[config.mk]
export PLATFORM = sky130hd
export DESIGN_NAME = aurora_hls_link_ctrl
export DESIGN_NICKNAME = d
export VERILOG_FILES = /design/src/rtl/aurora_hls_link_ctrl.sv
export SDC_FILE = /design/constraint.sdc
export NUM_CORES = 1
export LEC_CHECK = 0
export ABC_CLOCK_PERIOD_IN_PS = 2800
export CORE_MARGIN = 2
export CORE_UTILIZATION = 51
export DETAILED_ROUTE_END_ITERATION = 7
export PLACE_DENSITY = 0.8
export SLEW_MARGIN = 20
export SYNTH_ARGS = -nofsm -noshare
export SYNTH_HDL_FRONTEND = slang
export SYNTH_SLANG_ARGS = --single-unit
[constraint.sdc]
create_clock -name clk -period 2.8 [get_ports clk]
set_clock_uncertainty 0.1 [all_clocks]
set_input_delay 0.56 -clock clk [delete_from_list [all_inputs] [get_ports clk]]
set_output_delay 0.56 -clock clk [all_outputs]
set_load 0.1 [all_outputs]
[src/rtl/aurora_hls_link_ctrl.sv]
// aurora_hls_link_ctrl: Aurora bring-up FSM with timeout/retry, link-drop counting and NFC XON/XOFF requests.
module aurora_hls_link_ctrl #(
  parameter int RESET_CYCLES   = 64,
  parameter int TIMEOUT_CYCLES = 4096,
  parameter int MAX_RETRIES    = 7
) (
  input  logic        clk,
  input  logic        rst_n,
  input  logic [12:0] aurora_status,
  input  logic        fifo_rx_almost_full,
  output logic        core_reset,
  output logic        tx_enable,
  output logic        link_up,
  output logic        link_failed,
  output logic        nfc_valid,
  output logic        nfc_xoff,
  input  logic        nfc_ready,
  output logic [7:0]  retry_count,
  output logic [31:0] link_drop_count
);
  localparam int MAXC = (RESET_CYCLES > TIMEOUT_CYCLES) ? RESET_CYCLES : TIMEOUT_CYCLES;
  localparam int CW = $clog2(MAXC + 1);
  localparam logic [CW-1:0] RC_LAST = CW'(RESET_CYCLES - 1);
  localparam logic [CW-1:0] TO_LAST = CW'(TIMEOUT_CYCLES - 1);
  localparam logic [7:0] MAX_R = 8'(MAX_RETRIES);
  typedef enum logic [1:0] {RESET_CORE, WAIT_UP, UP, FAILED} state_e;
  state_e state_q, state_d;
  logic [CW-1:0] cnt_q, cnt_d;
  logic [7:0] retry_q, retry_d;
  logic [31:0] drop_q, drop_d;
  logic valid_q, valid_d, xoff_q, xoff_d, sent_q, sent_d, want_q, want_d;
  logic ok, rc_done, timeout, stay_up;
  assign ok = aurora_status == 13'h11ff;
  assign rc_done = state_q == RESET_CORE && cnt_q == RC_LAST;
  assign timeout = state_q == WAIT_UP && !ok && cnt_q == TO_LAST;
  assign stay_up = state_q == UP && ok;
  always_ff @(posedge clk) begin
    if (!rst_n) begin
      state_q <= RESET_CORE;
      cnt_q   <= '0;
      retry_q <= '0;
      drop_q  <= '0;
      valid_q <= 1'b0;
      xoff_q  <= 1'b0;
      sent_q  <= 1'b0;
      want_q  <= 1'b0;
    end else begin
      state_q <= state_d;
      cnt_q   <= cnt_d;
      retry_q <= retry_d;
      drop_q  <= drop_d;
      valid_q <= valid_d;
      xoff_q  <= xoff_d;
      sent_q  <= sent_d;
      want_q  <= want_d;
    end
  end
  always_comb begin
    state_d = state_q;
    case (state_q)
      RESET_CORE: state_d = rc_done ? WAIT_UP : RESET_CORE;
      WAIT_UP:    state_d = ok ? UP : !timeout ? WAIT_UP : (retry_q < MAX_R) ? RESET_CORE : FAILED;
      UP:         state_d = ok ? UP : RESET_CORE;
      default:    state_d = FAILED;
    endcase
  end
  always_comb begin
    core_reset  = state_q == RESET_CORE || state_q == FAILED;
    tx_enable   = state_q == UP;
    link_up     = state_q == UP;
    link_failed = state_q == FAILED;
  end
  // The cycle counter restarts on every state change and only runs in the two timed states.
  always_comb begin
    cnt_d   = (state_d != state_q || state_q == UP || state_q == FAILED) ? '0 : cnt_q + 1'b1;
    retry_d = (timeout && retry_q != 8'hff) ? retry_q + 1'b1 : retry_q;
    drop_d  = (state_q == UP && !ok) ? drop_q + 1'b1 : drop_q;
  end
  // A pending request is frozen until accepted; leaving UP voids it along with the sent type.
  always_comb begin
    want_d  = stay_up && fifo_rx_almost_full;
    valid_d = valid_q;
    xoff_d  = xoff_q;
    sent_d  = sent_q;
    if (!stay_up) begin
      valid_d = 1'b0;
      xoff_d  = 1'b0;
      sent_d  = 1'b0;
    end else if (valid_q) begin
      valid_d = !nfc_ready;
      sent_d  = nfc_ready ? xoff_q : sent_q;
    end else if (want_q != sent_q) begin
      valid_d = 1'b1;
      xoff_d  = want_q;
    end
  end
  assign nfc_valid       = valid_q;
  assign nfc_xoff        = xoff_q;
  assign retry_count     = retry_q;
  assign link_drop_count = drop_q;
endmodule
======== Yosys cells after proc, flatten, opt, wreduce, memory -nomap -nowiden ========
Index checks and enable logic that the tools add are counted.
operators by class
  shift operators ......................... 0
  mux-type cells .......................... 8
  multiply operators ...................... 0
  $add $sub $neg .......................... 3
  magnitude comparators ................... 1
  reductions and logical operators ........ 17
  bitwise operators ....................... 2
  divide/modulo/power cells ............... 0
  eq/ne operators ......................... 9
operator list
  kind                                                                   number
  32-bit by 1-bit adder with 32-bit output (second input constant)       1
  13-bit by 1-bit adder with 13-bit output (second input constant)       1
  13-bit by 12-bit == test with 1-bit output (second input constant)     1
  13-bit == test (second input constant)                                 1
  13-bit by 6-bit == test with 1-bit output (second input constant)      1
  8-bit by 1-bit adder with 8-bit output (second input constant)         1
  8-bit by 3-bit < comparator with 1-bit output (second input constant)  1
  2-bit two-way mux                                                      4
  8-bit inequality test (second input constant)                          1
  1-bit logical AND                                                      7
  2-bit one-hot mux with 3 select lines                                  1
  2-bit AND reduction                                                    3
  2-bit == test (second input constant)                                  2
  1-bit logical OR                                                       3
  1-bit two-way mux                                                      3
  2-bit by 1-bit == test with 1-bit output (second input constant)       1
  1-bit zero test                                                        2
  2-bit zero test                                                        1
  2-bit inequality test                                                  1
  1-bit NOT                                                              2
  2-bit OR reduction                                                     1
  1-bit inequality test                                                  1
word-level totals
  register bits ........................... 59
  bits in writable memories ............... 0
  input port bits ......................... 17
  output and inout bits ................... 46
  ROM bits ................................ 0
  latch bits .............................. 0
  memories kept ........................... 0

======== Depth between registers and ports, before layout ========
Gate-level depths: netlist of run 1.
  depth after elaboration ................. 11
  depth in mapped cells ................... 8

======== Worst setup path after synthesis of run 1 ========
No wires, ideal clock.
  path type ............................... register -> register
  start point ............................. register drop_q[10], in the netlist link_drop_count[10]
  end point ............................... register drop_q[30], in the netlist link_drop_count[30]
  clock period less this slack ............ 2.815 ns
  arrival time ............................ 2.600 ns
  path buffers ............................ 0
  library setup time ...................... 0.115 ns
  path slack .............................. -0.015 ns
  cell stages (with the launch flop) ...... 7
  data required time ...................... 2.585 ns
  path through ............................ dfxtp_1 nand4_1 nor4_1 nand4_1 nor4_1 xor2_1 and2_1
between the ends
  longest elaborated chain between the ends .. 1
RTL lines
  what                                      RTL line  RTL
  start: declaration                        30        logic [31:0] drop_q, drop_d;
  start signal: assignment                  51        drop_q <= drop_d;
  32-bit by 1-bit adder with 32-bit output  77        drop_d = (state_q == UP && !ok) ? drop_q + 1'b1 : drop_q;
No other way between the ends.
A chain may end at the register's enable or synchronous reset.

======== Final worst setup path of run 1 ========
  start point ............................. register cnt_q[0]
  end point ............................... register cnt_q[5]
between the ends
  longest elaborated chain between the ends .. 9
RTL lines
  what                                        RTL line  RTL
  start: declaration                          28        logic [CW-1:0] cnt_q, cnt_d;
  start signal: assignment                    49        cnt_q <= cnt_d;
  13-bit by 12-bit == test with 1-bit output  35        assign timeout = state_q == WAIT_UP && !ok && cnt_q == TO_LAST;
  1-bit logical AND                           35
  2-bit two-way mux (2 in series)             62        WAIT_UP: state_d = ok ? UP : !timeout ? WAIT_UP : (retry_q < MAX_R) ? RESET_CORE : FAILED;
  2-bit one-hot mux with 3 select lines       60        case (state_q)
  2-bit inequality test                       75        cnt_d = (state_d != state_q || state_q == UP || state_q == FAILED) ? '0 : cnt_q + 1'b1;
  1-bit logical OR (2 in series)              75
  2-bit OR reduction (no line)                n/a
Several ways; a longest one is shown, not always the timed one.

==> impl_results.md, run 1 <==
- Filler Cell Count: 471
- Resized cells post-CTS: 0
- Most common flop cell mapped by yosys: dfxtp_1
- GPL Wtd Cong: 0.884
- Status: complete, no violations
- WL final: 6360 um
- Total CTS buffers: 9
- Area of the multi-input gates: 1620 um^2
- Min-delay worst type: reg -> reg
- Root buffer cell: clkbuf_8
- Power, Total: 1830 uW
- Arrival time of the worst setup path: 2660 ps
- Initial antenna violation count: 0
- Startpoint types: flip-flop
- Clock sink count: 59
- Pin count of the biggest net entering global routing: 47
- Mapped Area: 2900 um^2
- Vias in the first global route: 2,297
- Post-Syn Nets: 348
- Fin nets: 418
- CTS H-tree depth: 3
- Placed Instance Area: 3490 um^2
- FMAX: 396 MHz
- Setup CP Type: reg -> reg
- P&R area growth vs syn: 28.7%
- Die ar.: 6300 um^2
- Worst vdd ir: 0.328 mV
- Post-CTS setup buffers: 0
- Fin. max-slew vios: 0
- Crit path time final: 2530 ps
- Most common cell after layout, fill and taps aside: dfxtp_1
- Fin Setup TNS: 0 ps
- Iter 0 DRT Violations: 149
- Reg2Reg Capture Point: cnt_q[5]$_SDFF_PP0_
- Antenna Nets Post-Route: 0
- Slew of the pin with the lowest slew margin: 584 ps
- Yosys top cell by area: dfxtp_1
- Final Cycle Share: 90.2%
- Synth area leaders: dfxtp_1 (41%), xnor2_1 (7.3%), and2_1 (6.0%)
- PortBufs: 62
- I/O pin count: 63
- M2 GR Usage: 33.0%
- 1st-pass router iterations: 4
- RSZ-0062 raised after global routing: no
- Crit path max fanout: 13
- ANT cells: 0
- Async set-or-reset flop fraction in the synthesized netlist: 0%
- Bufs on Longest Clock Path: 2
- Syn. warnings: 0
- First-pass GRT wire length: 10,500 um
- Max-Cap Viols: 0
- Storage element area: 1180 um^2
- Die Ht: 79.4 um
- GRT Total Usage: 21.2%
- DP Wirelength: 4640 um
- Remaining DRCs: 0
- Finished Cell Area: 3730 um^2
- Via density: 5.30
- Commonest non-fill, non-tap cells in the layout: dfxtp_1 (58), buf_4 (52), and2_1 (28)
- Seq/Total Area, Yosys: 40.7%
- Crit end category: flip-flop
- #FFs+latches synth: 59
- Source of the critical timing path: cnt_q[0]$_SDFF_PP0_
- Leakage: 0.00147 uW
- WP data required: 2930 ps
- Core Rows: 27
- Final Hold Viols: 0
- WL/cell: 13.5 um
- EDFF count, synth: 0
- RR Startpoint: cnt_q[0]$_SDFF_PP0_
- Gr busiest metal: met2
- Vias: 2,496
- Total congestion overflow: 0
- Internal reg-to-reg setup slack: 270 ps
- Power density over the cells: 492 nW/um^2
- CTS tree: done
- Rel. slew slack: 60.7%
- Setup violations, final: 0
- Initial Utilization: 52.6%
- # hold bufs at CTS: 0
- Core Area: 5510 um^2
- Skew-Pair Late Insertion Delay: 320 ps
- Met1 GRT Util: 28.8%
- Yosys cell types: 41
- Average size of a mapped cell: 8.95 um^2
- Layout cells sized above 1: 18.5%
- Met3 GRT Util: 3.73%
- Share of the synthesized area in the top cell type: 40.7%
- Post-synthesis instance total: 324
- FF-to-FF path depth: 7
- Die W: 79.4 um
- Critical Path Sink: cnt_q[5]$_SDFF_PP0_
- Clk slew on worst S/H paths: 60 ps
[layout make-up]
cell class / instances / area share, %
clock buffer: 11 / 3.79
multi-input combinational: 245 / 43.5
timing repair buffer: 68 / 14.8
sequential: 59 / 31.7
inverter: 11 / 1.11
clock inverter: 5 / 2.68
tap: 72 / 2.42
[through the flow]
step                      setup WS, ps  hold WS, ps  util (%)  std cells
after floorplan                   10.8          329         -        324
after global placement             137          349      63.3        455
after detailed placement          38.6          356      63.3        455
after CTS                          274          365      67.7        471
after global routing              67.1          395      67.7        471
final                              274          364      67.7        471
[power breakdown]
part	switching, uW	total (uW)	internal, uW
sequential	2.97	846	843
clock	324	937	613
combinational	21.2	51.2	30.0
[critical path: stages, from the launching register on]
cell and delay [ps]:
dfxtp_1 360, ha_1 210, nand2_1 120, or4_4 610
nor3b_2 240, mux2i_1 220, nand2_1 290, nor3_1 290
[state kept, by name (all words and copies together) (netlist names)]
| name | flops |
|---|---|
| nfc_valid | 1 |
| state_q | 2 |
| retry_count | 8 |
| nfc_xoff | 1 |
| want_q | 1 |
| sent_q | 1 |
| link_drop_count | 32 |
| cnt_q | 13 |
[metal layers]
metal | share of wire (%) | wire length [um]
met3 | 4.2 | 265
met5 | 0 | 0
met2 | 48 | 3040
met1 | 47 | 2990
met4 | 0.98 | 62
[worst min-delay path by stage]
stage / from / slack [ps] / depth (start not counted) / to
3_5_place_dp: cnt_q[0]$_SDFF_PP0_ / 360 / 1 / cnt_q[0]$_SDFF_PP0_
6_report: cnt_q[0]$_SDFF_PP0_ / 360 / 1 / cnt_q[0]$_SDFF_PP0_
2_1_floorplan: cnt_q[0]$_SDFF_PP0_ / 330 / 1 / cnt_q[0]$_SDFF_PP0_
4_1_cts: cnt_q[0]$_SDFF_PP0_ / 370 / 1 / cnt_q[0]$_SDFF_PP0_
5_1_grt: cnt_q[0]$_SDFF_PP0_ / 400 / 1 / cnt_q[0]$_SDFF_PP0_
3_3_place_gp: cnt_q[0]$_SDFF_PP0_ / 350 / 1 / cnt_q[0]$_SDFF_PP0_
[synth_stat cells, types with 2 or more instances]
master,number
dfxtp_1,59
and2_1,28
xnor2_1,24
nand2_1,23
nand3_1,22
nor2_1,19
xor2_1,19
nor3_1,16
nand4_1,14
inv_1,11
nor2b_1,9
and3_1,8
ha_1,7
clkbuf_1,6
nor4_1,6
o21ai_0,6
a21boi_0,5
or3_1,5
mux2i_1,4
nand2b_1,4
a21oi_1,3
a31oi_1,2
and4_1,2
buf_6,2
nor3b_1,2
o21bai_1,2
o41ai_2,2
[logic make-up after synthesis]
logic type,count (synthesis),share of synthesized area (%)
buf+inv,20,3.24
xor+xnor,43,13.0
fa+ha+maj,7,3.02
mux,4,1.38
simple gates,165,31.3
flops,59,40.7
compound gates,26,7.34
Note: power is estimated with default switching activity, not from simulation.
==> run 2: changes to the inputs <==
--- a/config.mk
+++ b/config.mk
@@ -14,3 +14,4 @@
 export SYNTH_ARGS = -nofsm -noshare
 export SYNTH_HDL_FRONTEND = slang
 export SYNTH_SLANG_ARGS = --single-unit
+export TNS_END_PERCENT = 30
==> results of run 2 <==
Final layout, timing and power as in run 1 (identical DEF).
==> patch: new RTL, flow settings as in run 2 <==
The parameter `MAX_RETRIES` goes from 7 to 3.
--- a/src/rtl/aurora_hls_link_ctrl.sv
+++ b/src/rtl/aurora_hls_link_ctrl.sv
@@ -3,5 +3,5 @@
   parameter int RESET_CYCLES   = 64,
   parameter int TIMEOUT_CYCLES = 4096,
-  parameter int MAX_RETRIES    = 7
+  parameter int MAX_RETRIES    = 3
 ) (
   input  logic        clk,
Formal check against the unedited RTL: no difference found for any inputs over 10 cycles, from zero or initial values and one cycle with rst_n low; that may be too few to reach the edited logic, so the function may still have changed.
==> patch against run 2 <==
Sequential cell count is the same; worst setup slack lost 0.11 ns; sequential share of layout area grew 0.36 points; cell area increased by 0.23%; combinational power fell by 1%; wire length is 1.7% lower; power fell by 8.2%; synthesized area down 0.39%; critical path type is now in -> reg; largest power group is now registers.
==> patch: results <==
group,metric,value,unit
status,status,"finished, final reports clean",
global_route,track_usage,0.205,
power,power_frac_seq,0.503,
logic_synthesis,synth.distinct_cells,42,
global_route,grt_use_met2,0.325,
final_layout,fillers,445,
power,pg_comb,0.0506,mW
timing,fin_crit,2.64,ns
place,dp_hpwl,4350,um
logic_synthesis,synth_mux_area_frac,0.00347,
route,wl_per_cell,13.3,um
power,p_int,1.31,mW
final_layout,clkCellAreaFrac,0.0542,
route,met3_length,370,um
final_layout,finalInstanceArea,0.00374,sq mm
worst_setup_path,r2r_slack,0.31,ns
logic_synthesis,yosys.area_share.xor_xnor,0.140,
power,p_sw,0.377,mW
logic_synthesis,synth_top_area_share,0.409,
power,irDropWorstVdd,302,uV
final_layout,nMultiInputCombCells,240,
logic_synthesis,synthAdderAreaFrac,0.0303,
worst_setup_path,slowest_delay,0.49,ns
final_layout,n_clock_buffer,10,
final_layout,seq_area_frac,0.321,
logic_synthesis,ys_seq_area_frac,0.409,
worst_setup_path,r2r-end,"link_drop_count[31]$_SDFFE_PN0P_",
final_layout,nonClkBufAreaFrac,0.157,
route,wl_met2,2760,um
worst_setup_path,reg2regPathDepth,6,
worst_hold_path,hold_path_depth,2,
logic_synthesis,synth_area_leaders,"dfxtp_1, xnor2_1, and2_1",
place,place_congestion,0.804,
global_route,use_met1,0.264,
final_layout,multi_input_area_share,0.433,
timing,finalHoldWorstSlack,0.384,ns
route,routed_via_density,5.32,
logic_synthesis,syn_area_per_cell,9.00,sq um
worst_setup_path,r2r_start,"link_drop_count[4]$_SDFFE_PN0P_",
place,pre_cts_ws,-0.158,ns
final_layout,nets,416,
final_layout,area_growth_syn_to_layout,29.5,%
global_route,first_global_vias,2286,
worst_setup_path,cp_slowest_cell,"or4_1",
patch: cell count changes in the layout (fill, tap and decap cells not counted), sizes merged, moves of 5 or more:
cell   change
nor2b      -5
and2       +5
nor2       -6
xnor2      +7
nor3       +6
nand2      -5
patch: worst min path at each step:
stage / start / to
3_5_place_dp: cnt_q[0]$_SDFF_PP0_ / cnt_q[0]$_SDFF_PP0_
6_report: sent_q$_SDFFE_PN0P_ / sent_q$_SDFFE_PN0P_
2_1_floorplan: cnt_q[0]$_SDFF_PP0_ / cnt_q[0]$_SDFF_PP0_
4_1_cts: sent_q$_SDFFE_PN0P_ / sent_q$_SDFFE_PN0P_
3_3_place_gp: cnt_q[0]$_SDFF_PP0_ / cnt_q[0]$_SDFF_PP0_
5_1_grt: link_drop_count[17]$_SDFFE_PN0P_ / link_drop_count[17]$_SDFFE_PN0P_
patch: worst min-delay path: cells and delay by family (launching register included):
family	cells	cell delay (ns)
DFF	1	0.33
and+or+nand+nor	1	0.06
AOI/OAI and AO/OA	1	0.05
